<file path="src/rtl/aes_pkg.sv">
// rtl/aes_pkg.sv - shared AES types, GF(2^8) helpers and column access functions
package aes_pkg;

  localparam int AES_NB = 4;

  typedef logic [127:0] state_t;
  typedef logic [31:0]  col_t;

  typedef enum logic [1:0] {
    MC_IDLE = 2'd0,
    MC_BUSY = 2'd1,
    MC_DONE = 2'd2
  } mc_fsm_e;

  // Multiply by x modulo x^8+x^4+x^3+x+1
  function automatic logic [7:0] xtime(input logic [7:0] b);
    return {b[6:0], 1'b0} ^ (b[7] ? 8'h1b : 8'h00);
  endfunction

  function automatic logic [7:0] gf_mul2(input logic [7:0] b);
    return xtime(b);
  endfunction

  function automatic logic [7:0] gf_mul3(input logic [7:0] b);
    return xtime(b) ^ b;
  endfunction

  function automatic logic [7:0] gf_mul9(input logic [7:0] b);
    return xtime(xtime(xtime(b))) ^ b;
  endfunction

  function automatic logic [7:0] gf_mul11(input logic [7:0] b);
    return xtime(xtime(xtime(b))) ^ xtime(b) ^ b;
  endfunction

  function automatic logic [7:0] gf_mul13(input logic [7:0] b);
    return xtime(xtime(xtime(b))) ^ xtime(xtime(b)) ^ b;
  endfunction

  function automatic logic [7:0] gf_mul14(input logic [7:0] b);
    return xtime(xtime(xtime(b))) ^ xtime(xtime(b)) ^ xtime(b);
  endfunction

  // Column 0 occupies the most significant 32 bits of the state
  function automatic col_t get_col(input state_t s, input logic [1:0] c);
    return s[127 - 32*int'(c) -: 32];
  endfunction

  function automatic state_t put_col(input state_t s, input logic [1:0] c, input col_t v);
    state_t r;
    r = s;
    r[127 - 32*int'(c) -: 32] = v;
    return r;
  endfunction

endpackage

</file>
<file path="src/rtl/mix_single_column.sv">
// rtl/mix_single_column.sv - combinational forward/inverse MixColumns for one column
module mix_single_column
  import aes_pkg::*;
(
  input  logic [31:0] col_in,
  input  logic        inv,
  output logic [31:0] col_out
);

  logic [7:0] a0, a1, a2, a3;

  assign a0 = col_in[31:24];
  assign a1 = col_in[23:16];
  assign a2 = col_in[15:8];
  assign a3 = col_in[7:0];

  // Circulant matrix multiply; row r uses the row-0 coefficients rotated right by r
  always_comb begin
    if (inv) begin
      col_out[31:24] = gf_mul14(a0) ^ gf_mul11(a1) ^ gf_mul13(a2) ^ gf_mul9(a3);
      col_out[23:16] = gf_mul9(a0)  ^ gf_mul14(a1) ^ gf_mul11(a2) ^ gf_mul13(a3);
      col_out[15:8]  = gf_mul13(a0) ^ gf_mul9(a1)  ^ gf_mul14(a2) ^ gf_mul11(a3);
      col_out[7:0]   = gf_mul11(a0) ^ gf_mul13(a1) ^ gf_mul9(a2)  ^ gf_mul14(a3);
    end else begin
      col_out[31:24] = gf_mul2(a0) ^ gf_mul3(a1) ^ a2          ^ a3;
      col_out[23:16] = a0          ^ gf_mul2(a1) ^ gf_mul3(a2) ^ a3;
      col_out[15:8]  = a0          ^ a1          ^ gf_mul2(a2) ^ gf_mul3(a3);
      col_out[7:0]   = gf_mul3(a0) ^ a1          ^ a2          ^ gf_mul2(a3);
    end
  end

endmodule

</file>
<file path="src/rtl/mix_columns_iter.sv">
// rtl/mix_columns_iter.sv - iterative MixColumns, COLS_PER_CYCLE columns per clock
module mix_columns_iter
  import aes_pkg::*;
#(
  parameter int COLS_PER_CYCLE = 1
) (
  input  logic         clk,
  input  logic         rst_n,
  input  logic         in_valid,
  output logic         in_ready,
  input  logic [127:0] state_in,
  input  logic         inv_in,
  output logic         out_valid,
  input  logic         out_ready,
  output logic [127:0] state_out
);

  if (!(COLS_PER_CYCLE == 1 || COLS_PER_CYCLE == 2 || COLS_PER_CYCLE == 4)) begin : g_bad_cols
    $error("mix_columns_iter: COLS_PER_CYCLE must be 1, 2 or 4");
  end

  // Counter step wraps to 0 when all four columns go in one cycle
  localparam logic [1:0] STEP = 2'(COLS_PER_CYCLE);
  localparam logic [1:0] LAST = 2'(AES_NB - COLS_PER_CYCLE);

  mc_fsm_e    fsm_q, fsm_d;
  state_t     work_q, work_d;
  logic [1:0] cnt_q, cnt_d;
  logic       inv_q, inv_d;
  logic       out_valid_q, out_valid_d;
  logic       accept;

  col_t col_in  [COLS_PER_CYCLE];
  col_t col_out [COLS_PER_CYCLE];

  for (genvar g = 0; g < COLS_PER_CYCLE; g++) begin : g_col
    assign col_in[g] = get_col(work_q, cnt_q + 2'(g));

    mix_single_column u_col (
      .col_in  (col_in[g]),
      .inv     (inv_q),
      .col_out (col_out[g])
    );
  end

  assign in_ready  = (fsm_q == MC_IDLE) || ((fsm_q == MC_DONE) && out_ready);
  assign accept    = in_valid && in_ready;
  assign out_valid = out_valid_q;
  assign state_out = work_q;

  // Next-state logic: capture, per-cycle column rewrite, and result hand-off
  always_comb begin
    fsm_d       = fsm_q;
    work_d      = work_q;
    cnt_d       = cnt_q;
    inv_d       = inv_q;
    out_valid_d = out_valid_q;
    case (fsm_q)
      MC_BUSY: begin
        for (int g = 0; g < COLS_PER_CYCLE; g++) begin
          work_d = put_col(work_d, cnt_q + 2'(g), col_out[g]);
        end
        cnt_d = cnt_q + STEP;
        if (cnt_q == LAST) begin
          fsm_d       = MC_DONE;
          out_valid_d = 1'b1;
        end
      end
      MC_DONE: begin
        if (out_ready) begin
          out_valid_d = 1'b0;
          fsm_d       = MC_IDLE;
        end
      end
      default: ;
    endcase
    // A new block can start from IDLE or directly out of DONE
    if (accept) begin
      fsm_d  = MC_BUSY;
      work_d = state_in;
      inv_d  = inv_in;
      cnt_d  = 2'd0;
    end
  end

  // State, working register and registered output flags
  always_ff @(posedge clk or negedge rst_n) begin
    if (!rst_n) begin
      fsm_q       <= MC_IDLE;
      work_q      <= '0;
      cnt_q       <= 2'd0;
      inv_q       <= 1'b0;
      out_valid_q <= 1'b0;
    end else begin
      fsm_q       <= fsm_d;
      work_q      <= work_d;
      cnt_q       <= cnt_d;
      inv_q       <= inv_d;
      out_valid_q <= out_valid_d;
    end
  end

endmodule

</file>
<file path="config.mk">
export PLATFORM = sky130hd
export DESIGN_NAME = mix_columns_iter
export DESIGN_NICKNAME = d
export VERILOG_FILES = /design/src/rtl/aes_pkg.sv /design/src/rtl/mix_single_column.sv /design/src/rtl/mix_columns_iter.sv
export SDC_FILE = /design/constraint.sdc
export NUM_CORES = 1
export LEC_CHECK = 0
export ABC_AREA = 1
export BUFFER_PORTS_ARGS = -buffer_cell sky130_fd_sc_hd__buf_4
export CAP_MARGIN = 20
export CORE_ASPECT_RATIO = 0.75
export CORE_MARGIN = 1
export CORE_UTILIZATION = 27
export CTS_BUF_LIST = sky130_fd_sc_hd__clkbuf_4 sky130_fd_sc_hd__clkbuf_8
export DETAILED_ROUTE_END_ITERATION = 8
export MAX_ROUTING_LAYER = met4
export SLEW_MARGIN = 20
export SYNTH_ARGS = -nofsm -noshare
export SYNTH_HDL_FRONTEND = slang
export SYNTH_SLANG_ARGS = --single-unit
</file>
<file path="constraint.sdc">
create_clock -name clk -period 6.7 [get_ports clk]
set_input_delay 1.34 -clock clk [delete_from_list [all_inputs] [get_ports clk]]
set_output_delay 1.34 -clock clk [all_outputs]
set_load 0.005 [all_outputs]
</file>
==> results.json <==
{
  "yosysWarnings": 0,
  "crit_path_start_kind": "flop",
  "slew_viol_final": 0,
  "ys.flop_type": "dfrtp_1",
  "start_util": 0.2762,
  "grt_pass1_vias": 14490,
  "fillers": 5698,
  "drive_above_1_share": 0.2030,
  "ys_async_sr_fraction": 1.000,
  "coreArea_sq_mm": 0.05064,
  "worstMarginPinSlew_ns": 1.124,
  "cts_made_buffers": 17,
  "cts_resized": 0,
  "wl_per_cell_microns": 19.64,
  "fin_skew_ns": 0.01747,
  "crit_type": "reg2reg",
  "ctsHoldBuffers": 0,
  "synth.cell_area_sq_mm": 0.01399,
  "rsz0062_at_grt": "no",
  "wirelength_microns": 61860,
  "io_pins": 263,
  "die_area_sq_mm": 0.05272,
  "htreeDepth": 4,
  "syn_nets": 2421,
  "routabilityCongestion": 1.044,
  "post_cts_buffers": 0,
  "fp-row-count": 71,
  "fmax_ghz": 0.2289,
  "nNetsFinal": 2616,
  "grt-busiest-layer": "met1",
  "cts.sinks": 134,
  "synth-edff-count": 0,
  "ant_nets": 0,
  "diodes": 0,
  "min_path_type": "reg2reg",
  "cp_max_fo": 66,
  "dp_hpwl_microns": 47000,
  "syn_inst": 2284,
  "clock_path_buffers": 2,
  "cts_tree": "built",
  "vias": 15900,
  "setup_viol": 0,
  "first_pass_iters": 7,
  "initialDrtViolationCount": 2049,
  "grtUsageMet3": 0.04005,
  "min_period_ns": 4.368,
  "synth_seq_area_share": 0.2398,
  "crit_arrival_ns": 4.76,
  "grt_usage": 0.2398,
  "die_w_microns": 264.8,
  "met2_usage": 0.3364,
  "timing.max_cap.violations": 0,
  "synth_seq_cells": 134,
  "vias_per_cell": 5.048,
  "root_buffer": "clkbuf_8",
  "outcome": "complete, no violations",
  "endpoint_kind": "flop",
  "grt_use_met1": 0.3581,
  "synth_cell_types": 38,
  "cp.required_ns": 7.09,
  "clk_pin_slew_worst_paths_ns": 0.09,
  "grt_first_pass_wirelength_microns": 92650,
  "avgSynthCellArea_sq_um": 6.123,
  "die_h_microns": 199.1,
  "synthToLayoutAreaGrowth_pct": 20.00,
  "hold_viol": 0,
  "grt_overflow": 0,
  "drcViolationCount": 0,
  "clkLatencyLatePin_ns": 0.50,
  "port_buffers": 262,
  "fin_crit_sh": 0.6519,
  "relSlewSlack": 0.2469,
  "fin_setup_tns_ns": 0,
  "grt_max_degree": 74,
  "antenna_found_initial": 0
}
worst paths after layout:
kind / slack, ns / start / depth (start not counted) / end
min in group asynchronous: 0.84 / rst_n / 1 / out_valid
setup / recovery: 2.33 / cnt_q[0] / 18 / state_out[75]
hold / removal: 0.53 / out_valid / 2 / out_valid
max in group asynchronous: 4.48 / rst_n / 2 / state_out[87]
hold reg to reg: 0.53 / out_valid / 2 / out_valid
setup reg to reg: 2.33 / cnt_q[0] / 18 / state_out[75]
area by class of cell:
type / instances / area [sq um] / share of cell area
multi-input combinational: 1823 / 9249 / 0.5511
sequential: 134 / 3358 / 0.2001
timing repair buffer: 282 / 2121 / 0.1264
inverter: 221 / 834.6 / 0.04972
tap: 657 / 822.0 / 0.04898
clock buffer: 19 / 255.2 / 0.01521
clock inverter: 13 / 143.9 / 0.008573
layer usage:
metal	up-vias	share of wire
li1	7558	-
met1	7396	0.48
met2	866	0.41
met3	75	0.10
met4	0	0.013
met5	-	0
cell usage after synthesis, types with 2 or more instances:
cell,n,area share
a21oi_1,10,0.0036
buf_6,14,0.011
nor2_1,20,0.0054
or2_1,6,0.0027
nand2_2,83,0.037
buf_4,7,0.0038
nand4_1,94,0.042
clkbuf_1,55,0.015
o21ai_1,4,0.0014
o21ai_0,32,0.011
xnor2_2,3,0.0035
buf_8,2,0.0021
dfrtp_1,134,0.24
o21ai_2,2,0.0013
nand2_4,15,0.012
nand2_1,992,0.27
nand3b_1,6,0.0032
nand3_2,25,0.018
xor2_1,114,0.071
xor2_2,12,0.014
buf_1,6,0.0016
xnor2_1,50,0.031
buf_2,22,0.0079
a21o_1,6,0.0032
nand3_1,315,0.11
or2_2,14,0.0063
o211ai_1,3,0.0016
ha_1,4,0.0036
clkinv_1,2,0.00054
nor2_2,4,0.0018
inv_1,195,0.052
nor3_1,5,0.0018
inv_2,23,0.0062
cell families after synthesis:
kind of cell	share of synthesized area
xor+xnor	0.1221
fa+ha+maj	0.003579
simple gates	0.5097
buf+inv	0.1009
compound gates	0.02398
flops	0.2398
through the flow:
step           cells  setup WS (ns)  hold WS, ns  area, sq um    util
6_report        3149          2.332       0.5325        16780  0.3315
4_1_cts         3149          2.485       0.5386        16780  0.3315
5_1_grt         3149          2.138       0.6196        16780  0.3315
2_1_floorplan   2284          3.840       0.4874        13990       -
3_3_place_gp    3117          2.359       0.5321        16380  0.3236
3_5_place_dp    3117          2.379       0.5147        16380  0.3236
worst max-delay path: stages, from the launching register on:
cell     delay, ns
dfrtp_4       0.90
inv_4         0.35
buf_4         0.38
nand2_1       0.12
nand3_1       0.08
nand2_1       0.61
nand2_1       0.11
nand2_1       0.29
nand2_1       0.09
nand2_1       0.22
nand2_1       0.08
nand2_1       0.22
inv_1         0.09
nand2_1       0.07
nand2_1       0.10
nand3_1       0.12
nand3_2       0.19
nand4_1       0.15
nand2_1       0.07
layout by cell type, fill, tap and decap left out, types with 4 or more instances in the layout:
| master | instances |
|---|---|
| a21oi_1 | 10 |
| xnor2_1 | 50 |
| ha_1 | 4 |
| nand2_4 | 16 |
| or2_1 | 6 |
| nand4_1 | 94 |
| inv_1 | 195 |
| nand3b_1 | 6 |
| o21ai_1 | 4 |
| nand3_1 | 315 |
| nor2_1 | 20 |
| nor3_2 | 4 |
| nand2_2 | 83 |
| nor2_2 | 4 |
| clkinvlp_4 | 4 |
| xor2_1 | 114 |
| a21o_1 | 6 |
| inv_6 | 5 |
| clkbuf_8 | 18 |
| nand2_1 | 991 |
| dfrtp_1 | 132 |
| or2_2 | 14 |
| o21ai_0 | 32 |
| nand3_2 | 25 |
| inv_2 | 23 |
| buf_4 | 281 |
| xor2_2 | 12 |
registers in the layout, indices dropped and copies added, names as in the netlist:
register	flops
fsm_q	2
cnt_q	2
inv_q	1
state_out	128
out_valid	1
Power is left out: the tool's default activity adds up to more than one toggle a clock period on the data nets, which glitch-free logic cannot reach.
